**config.mk**
```make
export PLATFORM = sky130hd
export DESIGN_NAME = control_motor
export DESIGN_NICKNAME = d
export VERILOG_FILES = /design/src/rtl/ascensor_pkg.sv /design/src/rtl/buscador_pedidos.sv /design/src/rtl/control_motor.sv
export SDC_FILE = /design/constraint.sdc
export NUM_CORES = 1
export LEC_CHECK = 0
export ABC_AREA = 1
export CAP_MARGIN = 20
export CORE_MARGIN = 8
export CORE_UTILIZATION = 30
export CTS_CLUSTER_DIAMETER = 120
export CTS_CLUSTER_SIZE = 25
export DETAILED_ROUTE_END_ITERATION = 8
export PLACE_DENSITY = 0.6
export SLEW_MARGIN = 20
export SYNTH_ARGS = -nofsm -noshare
export SYNTH_HDL_FRONTEND = slang
export SYNTH_SLANG_ARGS = --single-unit
```
**constraint.sdc**
```tcl
create_clock -name clk -period 2.04 [get_ports clk]
set_input_delay 0.204 -clock clk [delete_from_list [all_inputs] [get_ports clk]]
set_output_delay 0.204 -clock clk [all_outputs]
set_load 0.02 [all_outputs]
```
**src/rtl/ascensor_pkg.sv**
```systemverilog
// ascensor_pkg: types shared by the elevator controllers.
//   estado_t   - externally visible motion state (also imported by the door controller)
//   fsm_t      - internal states of the motor FSM
//   N_PISOS_DEF- default number of floors
//   estado_de  - maps an FSM state to the motion state it shows on the outputs
package ascensor_pkg;

    localparam int N_PISOS_DEF = 8;

    typedef enum logic [1:0] {
        DETENIDO = 2'b00,
        SUBIENDO = 2'b01,
        BAJANDO  = 2'b10
    } estado_t;

    typedef enum logic [2:0] {
        ST_REPOSO,
        ST_SUBIENDO,
        ST_BAJANDO,
        ST_PARADA,
        ST_ESPERA
    } fsm_t;

    function automatic estado_t estado_de(fsm_t s);
        case (s)
            ST_SUBIENDO: return SUBIENDO;
            ST_BAJANDO:  return BAJANDO;
            default:     return DETENIDO;
        endcase
    endfunction

endpackage

```
**src/rtl/buscador_pedidos.sv**
```systemverilog
// buscador_pedidos: combinational request finder.
//   pendientes - latched outstanding requests, bit i = floor i
//   pisos      - current floor, binary
//   hay_arriba - some request strictly above pisos
//   hay_abajo  - some request strictly below pisos
//   hay_aqui   - request at pisos
module buscador_pedidos
    import ascensor_pkg::*;
#(
    parameter int N_PISOS = N_PISOS_DEF,
    localparam int PW = (N_PISOS > 1) ? $clog2(N_PISOS) : 1
) (
    input  logic [N_PISOS-1:0] pendientes,
    input  logic [PW-1:0]      pisos,
    output logic               hay_arriba,
    output logic               hay_abajo,
    output logic               hay_aqui
);

    always_comb begin
        hay_arriba = 1'b0;
        hay_abajo  = 1'b0;
        hay_aqui   = 1'b0;
        for (int i = 0; i < N_PISOS; i++) begin
            if (PW'(i) > pisos)
                hay_arriba = hay_arriba | pendientes[i];
            else if (PW'(i) < pisos)
                hay_abajo = hay_abajo | pendientes[i];
            else
                hay_aqui = pendientes[i];
        end
    end

endmodule

```
**src/rtl/control_motor.sv**
```systemverilog
// control_motor: elevator car-motion controller with collective (SCAN) scheduling.
//   clk        - system clock, rising edge
//   rst_n      - asynchronous active-low reset
//   botones    - request strobes, bit i = floor i, sampled every cycle
//   trabajando - door controller busy; holds the car while high
//   pisos      - current floor (registered)
//   estado     - DETENIDO / SUBIENDO / BAJANDO (registered)
//   llegada    - one-cycle pulse when the car stops at a requested floor
//   pendientes - latched outstanding requests
module control_motor
    import ascensor_pkg::*;
#(
    parameter int N_PISOS = N_PISOS_DEF,
    parameter int T_VIAJE = 16,
    parameter int T_ACK   = 8,
    localparam int PW = (N_PISOS > 1) ? $clog2(N_PISOS) : 1
) (
    input  logic               clk,
    input  logic               rst_n,
    input  logic [N_PISOS-1:0] botones,
    input  logic               trabajando,
    output logic [PW-1:0]      pisos,
    output estado_t            estado,
    output logic               llegada,
    output logic [N_PISOS-1:0] pendientes
);

    localparam int CW = (T_VIAJE > 1) ? $clog2(T_VIAJE) : 1;
    localparam int AW = (T_ACK > 1) ? $clog2(T_ACK) : 1;

    fsm_t               state, state_d;
    logic [PW-1:0]      pisos_d;
    logic [CW-1:0]      cnt, cnt_d;
    logic [AW-1:0]      ack_cnt, ack_cnt_d;
    logic               dir_up, dir_up_d;
    logic               paso, paso_d;     // a floor step happened on the previous edge
    logic               vio, vio_d;       // trabajando has risen during ESPERA
    logic [N_PISOS-1:0] pend_d;
    logic               hay_arriba, hay_abajo, hay_aqui;
    logic               ir_arriba, ir_abajo, subiendo, adelante, absorbe;

    buscador_pedidos #(.N_PISOS(N_PISOS)) u_buscador (
        .pendientes (pendientes),
        .pisos      (pisos),
        .hay_arriba (hay_arriba),
        .hay_abajo  (hay_abajo),
        .hay_aqui   (hay_aqui)
    );

    // Remembered direction wins; the opposite one is taken only when nothing lies ahead.
    assign ir_arriba = dir_up ? hay_arriba : (hay_arriba && !hay_abajo);
    assign ir_abajo  = dir_up ? (hay_abajo && !hay_arriba) : hay_abajo;
    assign subiendo  = (state == ST_SUBIENDO);
    assign adelante  = subiendo ? hay_arriba : hay_abajo;

    always_comb begin
        state_d   = state;
        pisos_d   = pisos;
        cnt_d     = cnt;
        ack_cnt_d = ack_cnt;
        dir_up_d  = dir_up;
        paso_d    = paso;
        vio_d     = vio;
        case (state)
            ST_REPOSO: begin
                if (!trabajando) begin
                    if (hay_aqui) begin
                        state_d = ST_PARADA;
                    end else if (ir_arriba || ir_abajo) begin
                        state_d  = ir_arriba ? ST_SUBIENDO : ST_BAJANDO;
                        dir_up_d = ir_arriba;
                        cnt_d    = '0;
                        paso_d   = 1'b0;
                    end
                end
            end
            ST_SUBIENDO, ST_BAJANDO: begin
                // Stop/continue is decided in the cycle after the step, once the
                // finder sees the new floor.
                if (paso && hay_aqui) begin
                    state_d = ST_PARADA;
                end else if (paso && !adelante) begin
                    state_d = ST_REPOSO;
                end else if (cnt == CW'(T_VIAJE - 1)) begin
                    cnt_d   = '0;
                    paso_d  = 1'b1;
                    pisos_d = subiendo ? pisos + PW'(1) : pisos - PW'(1);
                end else begin
                    cnt_d  = cnt + CW'(1);
                    paso_d = 1'b0;
                end
            end
            ST_PARADA: begin
                state_d   = ST_ESPERA;
                ack_cnt_d = '0;
                vio_d     = 1'b0;
            end
            ST_ESPERA: begin
                if (!vio) begin
                    if (trabajando)
                        vio_d = 1'b1;
                    else if (ack_cnt == AW'(T_ACK - 1))
                        state_d = ST_REPOSO;
                    else
                        ack_cnt_d = ack_cnt + AW'(1);
                end else if (!trabajando) begin
                    state_d = ST_REPOSO;
                end
            end
            default: state_d = ST_REPOSO;
        endcase

        // The served floor's bit is cleared entering PARADA and stays absorbed
        // until the doors are done.
        absorbe = (state_d == ST_PARADA) || (state == ST_PARADA) || (state == ST_ESPERA);
        pend_d  = pendientes | botones;
        if (absorbe) begin
            for (int i = 0; i < N_PISOS; i++) begin
                if (PW'(i) == pisos_d)
                    pend_d[i] = 1'b0;
            end
        end
    end

    always_ff @(posedge clk or negedge rst_n) begin
        if (!rst_n) begin
            state      <= ST_REPOSO;
            pisos      <= '0;
            cnt        <= '0;
            ack_cnt    <= '0;
            dir_up     <= 1'b1;
            paso       <= 1'b0;
            vio        <= 1'b0;
            pendientes <= '0;
            estado     <= DETENIDO;
            llegada    <= 1'b0;
        end else begin
            state      <= state_d;
            pisos      <= pisos_d;
            cnt        <= cnt_d;
            ack_cnt    <= ack_cnt_d;
            dir_up     <= dir_up_d;
            paso       <= paso_d;
            vio        <= vio_d;
            pendientes <= pend_d;
            estado     <= estado_de(state_d);
            llegada    <= (state_d == ST_PARADA);
        end
    end

endmodule

```
==> out/summary.txt <==
GR peak layer - met2
dpl cells - 340
HP Class - input pin to async pin
Post-CTS Hold Buffers - 0
Pins Over Slew Limit - 0
Synth area leader - dfrtp_1
Worst Setup Start Kind - flop
final setup violation count - 0
final WL - 4575 um
WL/cell - 12.92 um
Synth Register Bits - 27
crit path time final - 2.017 ns
clock latency at the later pin of the worst-skew pair - 0.28 ns
number of max-cap violations - 0
Slew HR - 76.00%
CTS tree - yes
# IOs - 25
hpwl dp - 3389 um
final worst-path cycle share - 98.88%
Initial Utilization - 30.53%
Worst Setup End Kind - flop
routed vias/inst - 4.678
drt first pass iters - 4
Max H-tree Level - 1
Detail Route Antenna Nets - 0
Arr. time, crit path - 2.24 ns
Die ar. - 8636 sq um
Post-Syn Nets - 248
static leakage - 1.173 nW
worst slack, placed - -0.02463 ns
Port Buffers - 24
crit-path cells - buf_6, nor2_4, nor2_2, nor2_2, nand4_4, nand2_4, nand3_4, nand2_2, nand2_2, nand2_4, nand2_4, nand2_4, nand2_8, a21oi_2
CTS buffer count - 3
RSZ-0062 raised after global routing - yes
Fin Setup TNS - 0 ns
most used cell, CP - nand2_4
dpl cell area - 2181 sq um
slowest cell on the critical path - dfrtp_2
DRC - 0
gpl congestion - 0.8460
Nets - 298
largest net degree at the start of global routing - 28
initial antenna violation count - 0
PD cells - 801.8 nW/um^2
Die Y - 92.93 um
total gr overflow - 0
fraction of layout cells with a size suffix above 1 - 35.84%
RR Startpoint - pisos[2]
syn_area_per_cell - 7.719 sq um
gr usage total - 10.47%
Fmax - 495.8 MHz
Die X - 92.93 um
outcome - finished clean
clock skew - 0.006709 ns
clk buf depth - 2
clk root buf - clkbuf_8
design area - 2489 sq um
grt met1 use - 12.55%
first-pass GRT wire length - 7389 um
synth-to-layout area growth - 40.17%
Filler cells - 600
Worst Setup SP - pisos[2]
Antenna diodes - 0
Peak supply drop - 0.5647 mV
Max FO, Critical Path - 8
total design power - 0.001995 W
Global Route met3 Usage - 2.265%
Slew @ Worst Pin - 0.3600 ns
Yosys top cell area share - 36.65%
First DRT Iteration DRCs - 55
Clock transition at path regs - 0.10 ns
vias in the first global route - 1579
YS warnings - 0
fin worst setup slack - 0.02294 ns
sinks on the clock net - 27
kind of critical path - flop to flop
Layout Cells excl Fill - 354
sequential area share after synthesis - 38.13%
top post-synthesis cells by area - dfrtp_1 (37%), nand2_1 (13%), nor2_1 (6.1%)
vias - 1656
CP max stage delay - 0.46 ns
final hold violations - 0
Synth Cell Area - 1775 sq um
M2 GR Usage - 18.17%
post-synthesis instance total - 230
core area - 5816 sq um
count of different cell masters after synthesis - 32
placement row count - 28
Crit path required time - 2.26 ns
-- cells in the mapped netlist, drive strengths merged --
| cell type | number |
|---|---|
| mux2 | 1 |
| xor2 | 1 |
| ha | 7 |
| nor3 | 5 |
| buf | 3 |
| nor3b | 1 |
| inv | 25 |
| dfrtp | 26 |
| nor2 | 34 |
| o21ai | 13 |
| o311ai | 1 |
| dfstp | 1 |
| a21oi | 16 |
| nand2 | 75 |
| nand3 | 12 |
| nand4 | 6 |
| xnor2 | 1 |
| a22o | 2 |
-- critical path, delay by kind of cell, from the launching register on --
family | cells | cell delay (ns)
DFF | 1 | 0.46
AOI/OAI and AO/OA | 1 | 0.13
and+or+nand+nor | 12 | 1.20
buffers and inverters | 1 | 0.14
-- state kept, by name, summed over array words and instances, names as in the netlist --
| name | flops |
|---|---|
| pendientes | 8 |
| cnt | 4 |
| ack_cnt | 3 |
| pisos | 3 |
| state | 3 |
| estado | 2 |
| dir_up | 1 |
| llegada | 1 |
| paso | 1 |
| vio | 1 |
-- cells by family (layout without fill, tap and decap cells) --
group	count (synthesis)	after routing	share of synthesized area (%)
simple gates	133	133	37.63
compound gates	32	32	10.08
buf+inv	28	77	7.611
flops	27	27	38.13
fa+ha+maj	7	7	4.933
xor+xnor	2	2	0.9868
mux	1	1	0.6342
-- stage by stage --
step                util (%)  hold WS, ns
detailed placement     37.50       0.4875
floorplan                  -     -0.09159
global placement       37.50       0.4779
finish                 42.79       0.2972
CTS                    38.79       0.3127
global route           42.79       0.3324
-- cell usage in the layout (no fill, tap or decap), types with 2 or more instances in the layout --
cell type,synthesis,routed
nor2_4,2,3
nand4_1,5,5
dfrtp_1,26,25
ha_4,0,2
a21oi_1,15,8
o21ai_2,1,3
nand3_1,9,8
nor2_1,29,19
inv_2,3,3
o21ai_1,2,2
nand3_4,1,2
o21ai_0,10,8
ha_1,7,4
clkbuf_8,0,3
a22o_1,2,2
a21oi_2,1,8
nand2_4,4,6
nor3_1,4,4
clkdlybuf4s50_1,0,24
nor2_2,3,12
nand2_1,62,47
nand2_2,9,21
buf_4,0,20
nand3_2,2,2
buf_6,3,4
inv_1,20,20
-- per-layer routing --
metal,wire [um],vias to the layer above
li1,-,835
met4,65,0
met2,2250,30
met5,0,-
met3,184,6
met1,2074,785
-- timing repair --
item                                    4_1_cts  5_1_grt
setup buffers                                 0       11
gates resized for setup                       7       47
pin swaps                                     3       32
endpoints found under the setup margin        5       12
-- worst paths after layout --
kind,to,slack (ns),cells after the start
worst max-delay path,pendientes[1],0.02,14
max in group asynchronous,dir_up,1.44,2
worst max register to register,pendientes[1],0.02,14
worst min register to register,dir_up,0.51,2
worst min-delay path,state[0],0.30,2
min in group clk,pendientes[1],0.49,3
-- power breakdown --
| group | internal, W | switching (W) | total, W |
|---|---|---|---|
| clock network | 0.000139 | 0.000188 | 0.000327 |
| registers | 0.000651 | 0.0000842 | 0.000735 |
| logic | 0.000358 | 0.000575 | 0.000933 |
| total | 0.00115 | 0.000847 | 0.00200 |
-- layout make-up --
| class | instances | area (sq um) | area share (%) |
|---|---|---|---|
| Clock buffer | 3 | 41.29 | 1.659 |
| Timing Repair Buffer | 48 | 435.4 | 17.50 |
| Multi-Input combinational cell | 175 | 1129 | 45.35 |
| Sequential cell | 27 | 678.2 | 27.25 |
| Inverter | 25 | 103.9 | 4.173 |
| Tap cell | 75 | 93.84 | 3.771 |
| Clock inverter | 1 | 7.507 | 0.3017 |
(Power assumes the default switching activity.)
